$ cat src/rtl/mini_cpu_pkg.sv
// mini_cpu_pkg
//   Shared definitions for the mini_cpu accumulator processor: instruction
//   and data widths, plus the 4-bit opcode map.
//   Opcodes 0xC..0xF are not listed; they all decode as NOP.
package mini_cpu_pkg;

  localparam int INSTR_W = 12;
  localparam int DATA_W  = 8;

  localparam logic [3:0] OP_CLR = 4'h0;
  localparam logic [3:0] OP_LDI = 4'h1;
  localparam logic [3:0] OP_ADD = 4'h2;
  localparam logic [3:0] OP_SUB = 4'h3;
  localparam logic [3:0] OP_AND = 4'h4;
  localparam logic [3:0] OP_OR  = 4'h5;
  localparam logic [3:0] OP_XOR = 4'h6;
  localparam logic [3:0] OP_NOT = 4'h7;
  localparam logic [3:0] OP_SHL = 4'h8;
  localparam logic [3:0] OP_SHR = 4'h9;
  localparam logic [3:0] OP_INC = 4'hA;
  localparam logic [3:0] OP_DEC = 4'hB;

endpackage

$ cat src/rtl/mini_cpu_if.sv
// mini_cpu_if
//   Instruction/result bundle of the mini_cpu.
//     IN       : 12-bit instruction word (opcode in [11:8], immediate in [7:0])
//     RESULT   : 8-bit accumulator value
//     OVERFLOW : registered overflow flag
//   master : the sequencer driving instructions and observing results
//   slave  : the processor core
interface mini_cpu_if;
  import mini_cpu_pkg::*;

  logic [INSTR_W-1:0] IN;
  logic [DATA_W-1:0]  RESULT;
  logic               OVERFLOW;

  modport master (output IN, input RESULT, input OVERFLOW);
  modport slave  (input IN, output RESULT, output OVERFLOW);

endinterface

$ cat src/rtl/mini_cpu_alu.sv
// mini_cpu_alu
//   Purely combinational datapath of the mini_cpu.
//   Ports:
//     op    [3:0] : opcode
//     a     [7:0] : current accumulator
//     b     [7:0] : immediate operand
//     y     [7:0] : next accumulator value
//     ovf         : next overflow flag value
//     wr_en       : low for NOP opcodes (accumulator and flag hold)
module mini_cpu_alu
  import mini_cpu_pkg::*;
(
  input  logic [3:0]        op,
  input  logic [DATA_W-1:0] a,
  input  logic [DATA_W-1:0] b,
  output logic [DATA_W-1:0] y,
  output logic              ovf,
  output logic              wr_en
);

  logic [DATA_W-1:0]   sum;
  logic [DATA_W-1:0]   diff;
  logic [2*DATA_W-1:0] shl_wide;

  assign sum  = a + b;
  assign diff = a - b;
  // Shifting into a double-width word keeps the bits that fall off the top,
  // so "any 1 shifted out" is just an OR of the upper half.
  assign shl_wide = {{DATA_W{1'b0}}, a} << b[2:0];

  always_comb begin
    y     = a;
    ovf   = 1'b0;
    wr_en = 1'b1;
    case (op)
      OP_CLR: y = '0;
      OP_LDI: y = b;
      OP_ADD: begin
        y   = sum;
        ovf = (a[7] == b[7]) && (sum[7] != a[7]);
      end
      OP_SUB: begin
        y   = diff;
        ovf = (a[7] != b[7]) && (diff[7] != a[7]);
      end
      OP_AND: y = a & b;
      OP_OR:  y = a | b;
      OP_XOR: y = a ^ b;
      OP_NOT: y = ~a;
      OP_SHL: begin
        y   = shl_wide[DATA_W-1:0];
        ovf = |shl_wide[2*DATA_W-1:DATA_W];
      end
      OP_SHR: y = a >> b[2:0];
      OP_INC: begin
        y   = a + 8'd1;
        ovf = (a == 8'h7F);
      end
      OP_DEC: begin
        y   = a - 8'd1;
        ovf = (a == 8'h80);
      end
      default: wr_en = 1'b0;
    endcase
  end

endmodule

$ cat src/rtl/mini_cpu.sv
// mini_cpu
//   Single-cycle 8-bit accumulator processor. One instruction executes on
//   every rising CLK edge; results appear one cycle later.
//   Ports:
//     CLK   : clock, rising-edge active
//     RST_N : asynchronous active-low reset (clears ACC and OVERFLOW at once)
//     bus   : mini_cpu_if slave modport (IN instruction, RESULT, OVERFLOW)
module mini_cpu
  import mini_cpu_pkg::*;
(
  input  logic      CLK,
  input  logic      RST_N,
  mini_cpu_if.slave bus
);

  logic [3:0]        op;
  logic [DATA_W-1:0] imm;
  logic [DATA_W-1:0] alu_y;
  logic              alu_ovf;
  logic              alu_wr_en;

  logic [DATA_W-1:0] acc_d, acc_q;
  logic              ovf_d, ovf_q;

  assign op  = bus.IN[INSTR_W-1:DATA_W];
  assign imm = bus.IN[DATA_W-1:0];

  mini_cpu_alu u_alu (
    .op    (op),
    .a     (acc_q),
    .b     (imm),
    .y     (alu_y),
    .ovf   (alu_ovf),
    .wr_en (alu_wr_en)
  );

  always_comb begin
    acc_d = acc_q;
    ovf_d = ovf_q;
    if (alu_wr_en) begin
      acc_d = alu_y;
      ovf_d = alu_ovf;
    end
  end

  always_ff @(posedge CLK or negedge RST_N) begin
    if (!RST_N) begin
      acc_q <= '0;
      ovf_q <= 1'b0;
    end else begin
      acc_q <= acc_d;
      ovf_q <= ovf_d;
    end
  end

  assign bus.RESULT   = acc_q;
  assign bus.OVERFLOW = ovf_q;

endmodule

$ cat src/flat_wrapper.sv
// flat-port wrapper written by rule: the top's interface ports become plain ports
module mini_cpu_flat import mini_cpu_pkg::*;
  (CLK, RST_N, bus_IN, bus_RESULT, bus_OVERFLOW);
  mini_cpu_if bus_i ();
  input  logic CLK;
  input  logic RST_N;
  input wire logic [$bits(bus_i.IN)-1:0] bus_IN;
  output wire logic [$bits(bus_i.RESULT)-1:0] bus_RESULT;
  output wire logic [$bits(bus_i.OVERFLOW)-1:0] bus_OVERFLOW;
  assign bus_i.IN = bus_IN;
  assign bus_RESULT = bus_i.RESULT;
  assign bus_OVERFLOW = bus_i.OVERFLOW;
  mini_cpu u_core (.CLK(CLK), .RST_N(RST_N), .bus(bus_i));
endmodule
$ cat config.mk
export PLATFORM = sky130hd
export DESIGN_NAME = mini_cpu_flat
export DESIGN_NICKNAME = d
export VERILOG_FILES = /design/src/rtl/mini_cpu_pkg.sv /design/src/rtl/mini_cpu_if.sv /design/src/rtl/mini_cpu_alu.sv /design/src/rtl/mini_cpu.sv /design/src/flat_wrapper.sv
export SDC_FILE = /design/constraint.sdc
export NUM_CORES = 1
export LEC_CHECK = 0
export CORE_UTILIZATION = 45
export DETAILED_ROUTE_END_ITERATION = 8
export PLACE_DENSITY = 0.68
export RECOVER_POWER = 25
export SLEW_MARGIN = 20
export SYNTH_ARGS = -nofsm -noshare
export SYNTH_HDL_FRONTEND = slang
export SYNTH_SLANG_ARGS = --single-unit
$ cat constraint.sdc
create_clock -name CLK -period 2.46 [get_ports CLK]
set_input_delay 0.246 -clock CLK [delete_from_list [all_inputs] [get_ports CLK]]
set_output_delay 0.246 -clock CLK [all_outputs]
set_load 0.05 [all_outputs]
==> reports/results.txt, run 1 <==
Ports = 23
Vias in the first global route = 2511
Pins Over Slew Limit = 0
All-Layer GR Usage = 32.2%
Critical path launch point type = input pin
Final ANT Viol Nets = 0
CP Cell Sequence = clkdlybuf4s50_1 -> buf_4 -> nand2b_1 -> or4_1 -> buf_4 -> o32ai_1 -> buf_4 -> xnor2_1 -> o211ai_1
Pre-antenna DRT Iters = 5
P_leak = 1.32 nW
Final #Nets = 415
Final Hold Vio Count = 0
Die area = 5660 um2
Crit-path max FO = 29
Final setup violating endpoints = 0
Crit path time final = 2.34 ns
Synth Register Bits = 9
Area leader, netlist = ha_1
Antenna cell count = 0
Fmax = 427 MHz
Bufs on Longest Clock Path = 2
Worst-path clk slew = 0.05 ns
Met2 WL = 3.90 mm
Row cnt = 26
Routability-driven placement congestion ratio = 1.01
Setup WS pre-CTS = -0.156 ns
Post-synth EDFFs = 0
First-pass GRT wire length = 13.3 mm
Drt wl/cell = 19.2 um
Net Count, Synth = 356
Syn Area/Cell = 7.67 um2
VDD IR max = 0.400 mV
Clk_skew = 0.00394 ns
Commonest non-fill, non-tap cells in the layout = buf_4, inv_1, ha_1, o21ai_0, clkdlybuf4s50_1
Count of cell types in the netlist = 58
Met3 WL = 860 um
RSZ-0062 raised after global routing = false
Ranking of synthesized cells by area = ha_1, dfrtp_1, mux4_2
Top sig layer = met4
Mapped Cells = 315
Setup tns final = 0 ns
Leading cell type in the layout, fill and taps excluded = buf_4
Post-synth top area share = 13.0%
Mapped cell area = 2410 um2
Cts bufs inserted = 3
P&R area growth vs syn = 30.3%
Final worst path period share = 95.3%
# DRC = 0
Status = finished, final reports clean
Max stage delay on crit path = 0.50 ns
Root Buffer = clkbuf_8
Worst path most repeated cell = buf_4
Met1 WL = 3.63 mm
# H-tree levels = 1
Number of hold buffers added after cts = 0
PnR worst setup slack = 0.115 ns
Antenna violations before repair = 0
# port buffers = 22
Max-slew headroom = 61.3%
Via/cell ratio = 6.40
Dominant synthesized flop cell = dfrtp_1
Pin count of the biggest net entering global routing = 32
Max-capacitance violation count = 0
CP required = 2.56 ns
Synth Warn # = 0
Clk Latency, worst-skew pair = 0.24 ns
Height of the die = 75.3 um
Crit Path Class = input pin to flop
Post-CTS Setup Inserts = 0
Hold Path Class = input pin to asynchronous set/reset pin
Critical Path AT = 2.45 ns
GRT Residual Overflow = 0
Detailed placement HPWL = 6.64 mm
Core ar. = 5140 um2
Sink Count = 9
DR iter-0 viols = 434
Post-synthesis sequential area ratio = 9.33%
Slew @ Worst Pin = 0.575 ns
Via count = 2834
TritonCTS clock tree = yes
Slowest cell on the critical path = clkdlybuf4s50_1
Routed WL = 8.50 mm
Ys async rst share = 100%
Pwr per Cell Area = 834 nW/um2
Layout cells sized above 1 = 24.4%
Die width = 75.3 um
Initial core utilization = 47.0%
Final hold slack = 0.406 ns
CP endpoint kind = flop
through the flow:
stage / power [W] / utilization, % / std cells / cell area (um2)
after floorplan: 0.00170 / - / 315 / 2490
after global placement: 0.00237 / 60.3 / 439 / 3100
after detailed placement: 0.00239 / 60.3 / 439 / 3100
after CTS: 0.00258 / 61.1 / 443 / 3140
after global routing: 0.00279 / 61.2 / 443 / 3150
final: 0.00262 / 61.2 / 443 / 3150
registers in the layout (all words and copies together) (netlist names):
name,cells
u_core.bus.RESULT,8
u_core.bus.OVERFLOW,1
cell type report:
| class | instances | area [um2] |
|---|---|---|
| repair buffers | 80 | 659 |
| clock buffers | 4 | 45.0 |
| inverters | 27 | 101 |
| well taps | 70 | 87.6 |
| multi-input cells | 253 | 2020 |
| flip-flops and latches | 9 | 231 |
| fillers | 482 | 1990 |
Yosys cell counts (all sizes together), types with 2 or more instances:
cell type,number
a21o,2
a21oi,19
a221o,5
a221oi,6
a22o,2
a22oi,9
a31oi,2
a32o,2
buf,7
clkbuf,19
dfrtp,9
fa,2
ha,25
inv,27
mux2,3
mux2i,8
mux4,9
nand2,18
nand2b,5
nand3,11
nand4,4
nand4b,2
nor2,20
nor2b,4
nor3,8
nor4,3
nor4bb,2
o2111ai,4
o211ai,6
o21ai,23
o21ba,2
o221ai,3
o22ai,2
o31ai,5
o32ai,3
or2,2
or3,3
or4,4
xnor2,9
xor2,3
final timing paths:
| path | from | end | slack (ns) | depth (start not counted) |
|---|---|---|---|---|
| max in group asynchronous | RST_N | u_core.bus.RESULT[4] | 1.69 | 1 |
| max | bus_IN[8] | u_core.bus.RESULT[7] | 0.12 | 9 |
| max reg2reg | u_core.bus.RESULT[4] | u_core.bus.RESULT[5] | 0.12 | 8 |
| min in group CLK | u_core.bus.OVERFLOW | u_core.bus.OVERFLOW | 0.63 | 3 |
| min | RST_N | u_core.bus.RESULT[1] | 0.41 | 1 |
| min reg2reg | u_core.bus.OVERFLOW | u_core.bus.OVERFLOW | 0.63 | 3 |
worst max-delay path, delay by kind of cell:
kind | cells | cell delay, ns
compound gates | 2 | 0.39
buf+inv | 4 | 1.15
xor+xnor | 1 | 0.11
simple gates | 2 | 0.54
layer usage:
layer  global-route usage, %  vias up
met5                       0        -
met4                    6.79        0
met3                    4.15       20
met2                    51.5      175
met1                    46.5     1325
li1                        -     1314
report_power, final:
group | internal, W | switching, W | leakage, nW | total [W]
registers | 0.000209 | 0.000112 | 0.104 | 0.000321
logic | 0.000900 | 0.00121 | 1.19 | 0.00212
clock network | 0.000114 | 0.0000731 | 0.0228 | 0.000187
what timing repair did:
| item | in CTS | in global routing |
|---|---|---|
| setup endpoints to repair | 0 | 1 |
| hold endpoints to repair | 0 | 0 |
| resized for setup | 0 | 1 |
logic make-up (layout without fill, tap and decap cells):
group | after synthesis | after routing | synth area share (%)
xor gates and xnor gates | 12 | 12 | 4.35
buffers and inverters | 53 | 111 | 8.55
adders and majority gates | 27 | 27 | 14.6
DFF | 9 | 9 | 9.33
and+or+nand+nor | 90 | 90 | 19.7
muxes | 20 | 20 | 13.1
AOI/OAI and AO/OA | 104 | 104 | 30.4
(Power assumes the default switching activity.)
==> inputs of run 2 (changes only) <==
--- a/config.mk
+++ b/config.mk
@@ -6,6 +6,7 @@
 export NUM_CORES = 1
 export LEC_CHECK = 0
 export CORE_UTILIZATION = 45
+export CTS_BUF_LIST = sky130_fd_sc_hd__clkbuf_2 sky130_fd_sc_hd__clkbuf_4 sky130_fd_sc_hd__clkbuf_8
 export DETAILED_ROUTE_END_ITERATION = 8
 export PLACE_DENSITY = 0.68
 export RECOVER_POWER = 25
==> reports/results.txt, run 2 (synthesized netlist as in run 1, its figures left out) <==
Pwr per Cell Area = 835 nW/um2 (+0.16%)
Final worst path period share = 95.5% (+0.22 points)
Cts bufs inserted = 3 (unchanged)
Pins Over Slew Limit = 0 (unchanged)
Row cnt = 26 (unchanged)
CP required = 2.56 ns (about the same)
Layout cells sized above 1 = 24.7% (+0.27 points)
Critical Path AT = 2.45 ns (about the same)
DR iter-0 viols = 430 (-0.92%)
Commonest non-fill, non-tap cells in the layout = buf_4, inv_1, ha_1, o21ai_0, clkdlybuf4s50_1
Setup tns final = 0 ns (unchanged)
Comb power frac = 80.4% (-0.2 points)
Final ANT Viol Nets = 0 (unchanged)
Vias in the first global route = 2511 (unchanged)
Leading cell type in the layout, fill and taps excluded = buf_4
Detailed placement HPWL = 6.64 mm (unchanged)
Clk Latency, worst-skew pair = 0.24 ns (about the same)
Core ar. = 5140 um2 (unchanged)
Via count = 2860 (+0.92%)
Fillers = 481 (-0.21%)
# DRC = 0 (unchanged)
Final #Nets = 415 (unchanged)
Worst path most repeated cell = buf_4
P_leak = 1.32 nW (+0.26%)
Root Buffer = clkbuf_8
Crit Path Class = input pin to flop
FF-to-FF setup slack = 0.13 ns (about the same)
Pint = 0.00123 W (+0.87%)
CP delay by family, top = buffers and inverters
Placed Instances = 439 (unchanged)
Max-capacitance violation count = 0 (unchanged)
Final Non-Filler Cells = 443 (unchanged)
Fraction of power spent switching nets = 53.1% (-0.28 points)
Critical R2R Capture = u_core.bus.RESULT[5]
Ports = 23 (unchanged)
Critical path launch point type = input pin
Final setup violating endpoints = 0 (unchanged)
Routability-driven placement congestion ratio = 1.01 (unchanged)
Sink Count = 9 (unchanged)
Initial core utilization = 47.0% (unchanged)
Max-slew headroom = 61.4% (about the same)
Bufs on Longest Clock Path = 2 (unchanged)
Antenna cell count = 0 (unchanged)
Worst-path clk slew = 0.05 ns (about the same)
Fmax = 426 MHz (-0.23%)
NetSw = 0.00140 W (-0.24%)
Die width = 75.3 um (unchanged)
Post-Route Utilization = 61.3% (+0.073 points)
Routed WL = 8.52 mm (+0.24%)
GRT Residual Overflow = 0 (unchanged)
Via/cell ratio = 6.46 (+0.92%)
Pre-antenna DRT Iters = 6 (+1)
P&R area growth vs syn = 30.5%
Seq pwr share = 12.1% (about the same)
Height of the die = 75.3 um (unchanged)
Die area = 5660 um2 (unchanged)
Max stage delay on crit path = 0.50 ns (about the same)
CP endpoint kind = flop
Slew @ Worst Pin = 0.575 ns (-0.000639 ns)
Number of hold buffers added after cts = 0 (unchanged)
Clk network pwr share = 7.5% (+0.4 points)
VDD IR max = 0.402 mV (+0.54%)
Multi-input gate area = 2020 um2 (unchanged)
CP bufs+invs = 4 (unchanged)
Hold Path Class = input pin to asynchronous set/reset pin
R2R Path Start = u_core.bus.RESULT[4]
All-Layer GR Usage = 32.2% (unchanged)
Pin count of the biggest net entering global routing = 32 (unchanged)
CP Cell Sequence = clkdlybuf4s50_1 -> buf_4 -> nand2b_1 -> or4_1 -> buf_4 -> o32ai_1 -> buf_4 -> xnor2_1 -> o211ai_1
Crit-path max FO = 29 (unchanged)
Clk_skew = 0.00376 ns (-0.000186 ns)
# port buffers = 22 (unchanged)
Drt wl/cell = 19.2 um (+0.24%)
Antenna violations before repair = 0 (unchanged)
Status = finished, final reports clean
TritonCTS clock tree = yes
Slowest cell on the critical path = clkdlybuf4s50_1
Max reg flops = 8 (unchanged)
# H-tree levels = 1 (unchanged)
First-pass GRT wire length = 13.3 mm (unchanged)
Crit path time final = 2.35 ns (+0.00539 ns)
Worst reg2reg path depth = 8 (unchanged)
FF/Latch Area = 231 um2 (unchanged)
Final Hold Vio Count = 0 (unchanged)
RSZ-0062 raised after global routing = false
[run 2: cell type report]
type                            instances  share of cell area, %
Clock buffer                            4                   1.55
Inverter                               27                   3.22
Tap cell                               70                   2.78
Multi-Input combinational cell        253                   64.2
Timing Repair Buffer                   80                   20.9
Sequential cell                         9                   7.35
[run 2: worst max-delay path by stage]
stage | start | end | cells after the start
6_report | bus_IN[8] | u_core.bus.RESULT[7] | 9
5_1_grt | bus_IN[0] | u_core.bus.RESULT[6] | 9
4_1_cts | bus_IN[0] | u_core.bus.OVERFLOW | 8
3_5_place_dp | bus_IN[0] | u_core.bus.OVERFLOW | 8
3_3_place_gp | bus_IN[0] | u_core.bus.OVERFLOW | 8
2_1_floorplan | u_core.bus.RESULT[4] | u_core.bus.RESULT[5] | 9
[run 2: metal layers]
metal / GRT usage (%) / part of all wire (%)
met5: 0 / 0
met4: 6.79 / 2.0
met3: 4.15 / 10
met2: 51.5 / 46
met1: 46.5 / 42
[run 2: stage by stage]
step                instance area, um2  worst slack, ns  total power [W]  hold WS [ns]
floorplan                         2490           0.0372          0.00170       -0.0496
global placement                  3100           -0.121          0.00237         0.612
detailed placement                3100           -0.156          0.00239         0.611
CTS                               3150            0.101          0.00259         0.363
global route                      3150          0.00737          0.00280         0.460
finish                            3150            0.110          0.00263         0.408
[run 2: timing repair]
| item | in CTS | in global routing |
|---|---|---|
| setup endpoints to repair | 0 | 1 |
| hold endpoints to repair | 0 | 0 |
| resized for setup | 0 | 1 |
| setup buffers | 0 | 0 |
[run 2: power by group through the flow]
| stage | registers, W | clock network [W] | logic [W] |
|---|---|---|---|
| after floorplan | 0.000496 | 0 | 0.00120 |
| after global placement | 0.000318 | 0 | 0.00205 |
| after detailed placement | 0.000317 | 0 | 0.00207 |
| after CTS | 0.000316 | 0.000196 | 0.00208 |
| after global routing | 0.000329 | 0.000202 | 0.00227 |
| final | 0.000319 | 0.000197 | 0.00211 |
==> inputs of run 3 (changes only) <==
--- a/config.mk
+++ b/config.mk
@@ -5,10 +5,10 @@
 export SDC_FILE = /design/constraint.sdc
 export NUM_CORES = 1
 export LEC_CHECK = 0
-export CORE_UTILIZATION = 45
+export CORE_UTILIZATION = 55
 export CTS_BUF_LIST = sky130_fd_sc_hd__clkbuf_2 sky130_fd_sc_hd__clkbuf_4 sky130_fd_sc_hd__clkbuf_8
 export DETAILED_ROUTE_END_ITERATION = 8
-export PLACE_DENSITY = 0.68
+export PLACE_DENSITY = 0.8
 export RECOVER_POWER = 25
 export SLEW_MARGIN = 20
 export SYNTH_ARGS = -nofsm -noshare
==> reports/results.txt, run 3 (synthesized netlist as in run 1, its figures left out) <==
Slew @ Worst Pin = 0.608 ns (+0.0328 ns)
Placed Area = 3080 um2 (-0.65%)
Pins Over Slew Limit = 0 (unchanged)
Die width = 68.3 um (-9.3%)
Detailed placement HPWL = 6.83 mm (+2.8%)
Routability-driven placement congestion ratio = 1.05 (+4.1%)
CP Cell Sequence = inv_1 -> ha_1 -> mux2_2 -> nand4b_1 -> o31ai_1 -> a221o_1 -> a221oi_1 -> o221ai_1
Antenna violations before repair = 0 (unchanged)
Crit-path max FO = 6 (-79%)
Worst-path clk slew = 0.06 ns (about the same)
Critical Path AT = 2.44 ns (about the same)
Final setup violating endpoints = 0 (unchanged)
Row cnt = 23 (-12%)
P&R area growth vs syn = 29.7%
Final hold slack = 0.450 ns (+0.0427 ns)
Clk Latency, worst-skew pair = 0.25 ns (about the same)
Max reg flops = 8 (unchanged)
Final Hold Vio Count = 0 (unchanged)
Die area = 4660 um2 (-18%)
Pwr per Cell Area = 861 nW/um2 (+3.1%)
Final worst path period share = 95.1% (-0.42 points)
Via count = 2978 (+4.1%)
CP delay by family, top = compound AO/OA/AOI/OAI gates
DR iter-0 viols = 465 (+8.1%)
Cts bufs inserted = 3 (unchanged)
Crit Path Class = flop to flop
Pin count of the biggest net entering global routing = 31 (-3.1%)
Max-capacitance violation count = 0 (unchanged)
Met2 WL = 3.96 mm (+1.9%)
Layout cells sized above 1 = 24.7% (+0.066 points)
Initial core utilization = 58.7% (+12 points)
Critical path launch point type = flop
Number of hold buffers added after cts = 0 (unchanged)
Core ar. = 4120 um2 (-20%)
RSZ-0062 raised after global routing = false
Root Buffer = clkbuf_8
Routed WL = 8.94 mm (+4.8%)
# H-tree levels = 1 (unchanged)
First-pass GRT wire length = 13.6 mm (+1.9%)
VDD IR max = 0.677 mV (+68%)
Sink Count = 9 (unchanged)
Final #Nets = 414 (-0.24%)
P_leak = 1.32 nW (-0.20%)
Bufs on Longest Clock Path = 2 (unchanged)
Vias in the first global route = 2652 (+5.6%)
FF-to-FF setup slack = 0.12 ns (about the same)
Crit path time final = 2.34 ns (-0.0104 ns)
Met3 WL = 1.17 mm (+33%)
Via/cell ratio = 7.06 (+9.3%)
# port buffers = 22 (unchanged)
Final ANT Viol Nets = 0 (unchanged)
GRT Residual Overflow = 0 (unchanged)
Fillers = 310 (-36%)
Max stage delay on crit path = 0.46 ns (-0.04 ns)
Top sig layer = met4
Fmax = 427 MHz (+0.44%)
Pre-antenna DRT Iters = 7 (+1)
Clk_skew = 0.00725 ns (+0.00349 ns)
Antenna cell count = 0 (unchanged)
TritonCTS clock tree = yes
# DRC = 0 (unchanged)
Fin area = 3130 um2 (-0.56%)
CP bufs+invs = 1 (-3)
Post-CTS Setup Inserts = 0 (unchanged)
Slowest cell on the critical path = dfrtp_1
Drt wl/cell = 21.2 um (+10%)
CP endpoint kind = flop
Max-slew headroom = 59.4% (-2.0 points)
Height of the die = 68.3 um (-9.3%)
All-Layer GR Usage = 40.2% (+8.1 points)
Status = finished, final reports clean
CP required = 2.56 ns (about the same)
Commonest non-fill, non-tap cells in the layout = buf_4, inv_1, ha_1, o21ai_0, clkdlybuf4s50_1
PnR Total Power = 0.00270 W (+2.5%)
Hold Path Class = input pin to asynchronous set/reset pin
Leading cell type in the layout, fill and taps excluded = buf_4
Post-cts sizing count = 0 (unchanged)
Ports = 23 (unchanged)
Met1 WL = 3.48 mm (-3.0%)
==> run 3: cell count changes in the layout (fill, tap and decap cells not counted), sizes merged <==
cell  previous run  this run
buf             58        57
==> run 3: metrics by stage <==
stage	worst slack (ns)	std cells	setup TNS (ns)	utilization, %
after floorplan	0.0372	315	0	-
after global placement	-0.0725	418	-0.145	74.8
after CTS	0.156	422	0	76.0
final	0.120	422	0	76.1
after detailed placement	-0.0693	418	-0.131	74.8
after global routing	0.0177	422	0	76.1
==> run 3: power breakdown <==
part	switching [W]	total (W)	leakage, nW	internal (W)
Sequential	0.000125	0.000333	0.104	0.000209
Combinational	0.00122	0.00216	1.19	0.000937
Clock	0.0000781	0.000204	0.0262	0.000125
==> run 3: worst reg2reg max path, cell delays in order, from the launching register on <==
cell,delay (ns)
dfrtp_1,0.46
inv_1,0.15
ha_1,0.33
mux2_2,0.26
nand4b_1,0.09
o31ai_1,0.09
a221o_1,0.26
a221oi_1,0.35
o221ai_1,0.20
==> run 3: final timing paths <==
kind,from,to,depth (start not counted)
min in group CLK,u_core.bus.OVERFLOW,u_core.bus.OVERFLOW,3
worst min-delay path,RST_N,u_core.bus.RESULT[2],1
worst max-delay path,u_core.bus.RESULT[6],u_core.bus.RESULT[6],8
worst max register to register,u_core.bus.RESULT[6],u_core.bus.RESULT[6],8
worst min register to register,u_core.bus.OVERFLOW,u_core.bus.OVERFLOW,3
max in group asynchronous,RST_N,u_core.bus.RESULT[0],1
==> run 3: routing by layer <==
| layer | global-route usage, % | vias up |
|---|---|---|
| met5 | 0 | - |
| met4 | 12.8 | 0 |
| met3 | 7.50 | 46 |
| met2 | 62.3 | 251 |
| met1 | 55.7 | 1365 |
| li1 | - | 1316 |
==> run 3: cell type report <==
type                            count  area (um2)  area share [%]
Tap cell                           50        62.6            2.00
Timing Repair Buffer               79         661            21.1
Clock buffer                        4        48.8            1.56
Inverter                           27         101            3.23
Sequential cell                     9         231            7.39
Multi-Input combinational cell    253        2030            64.7
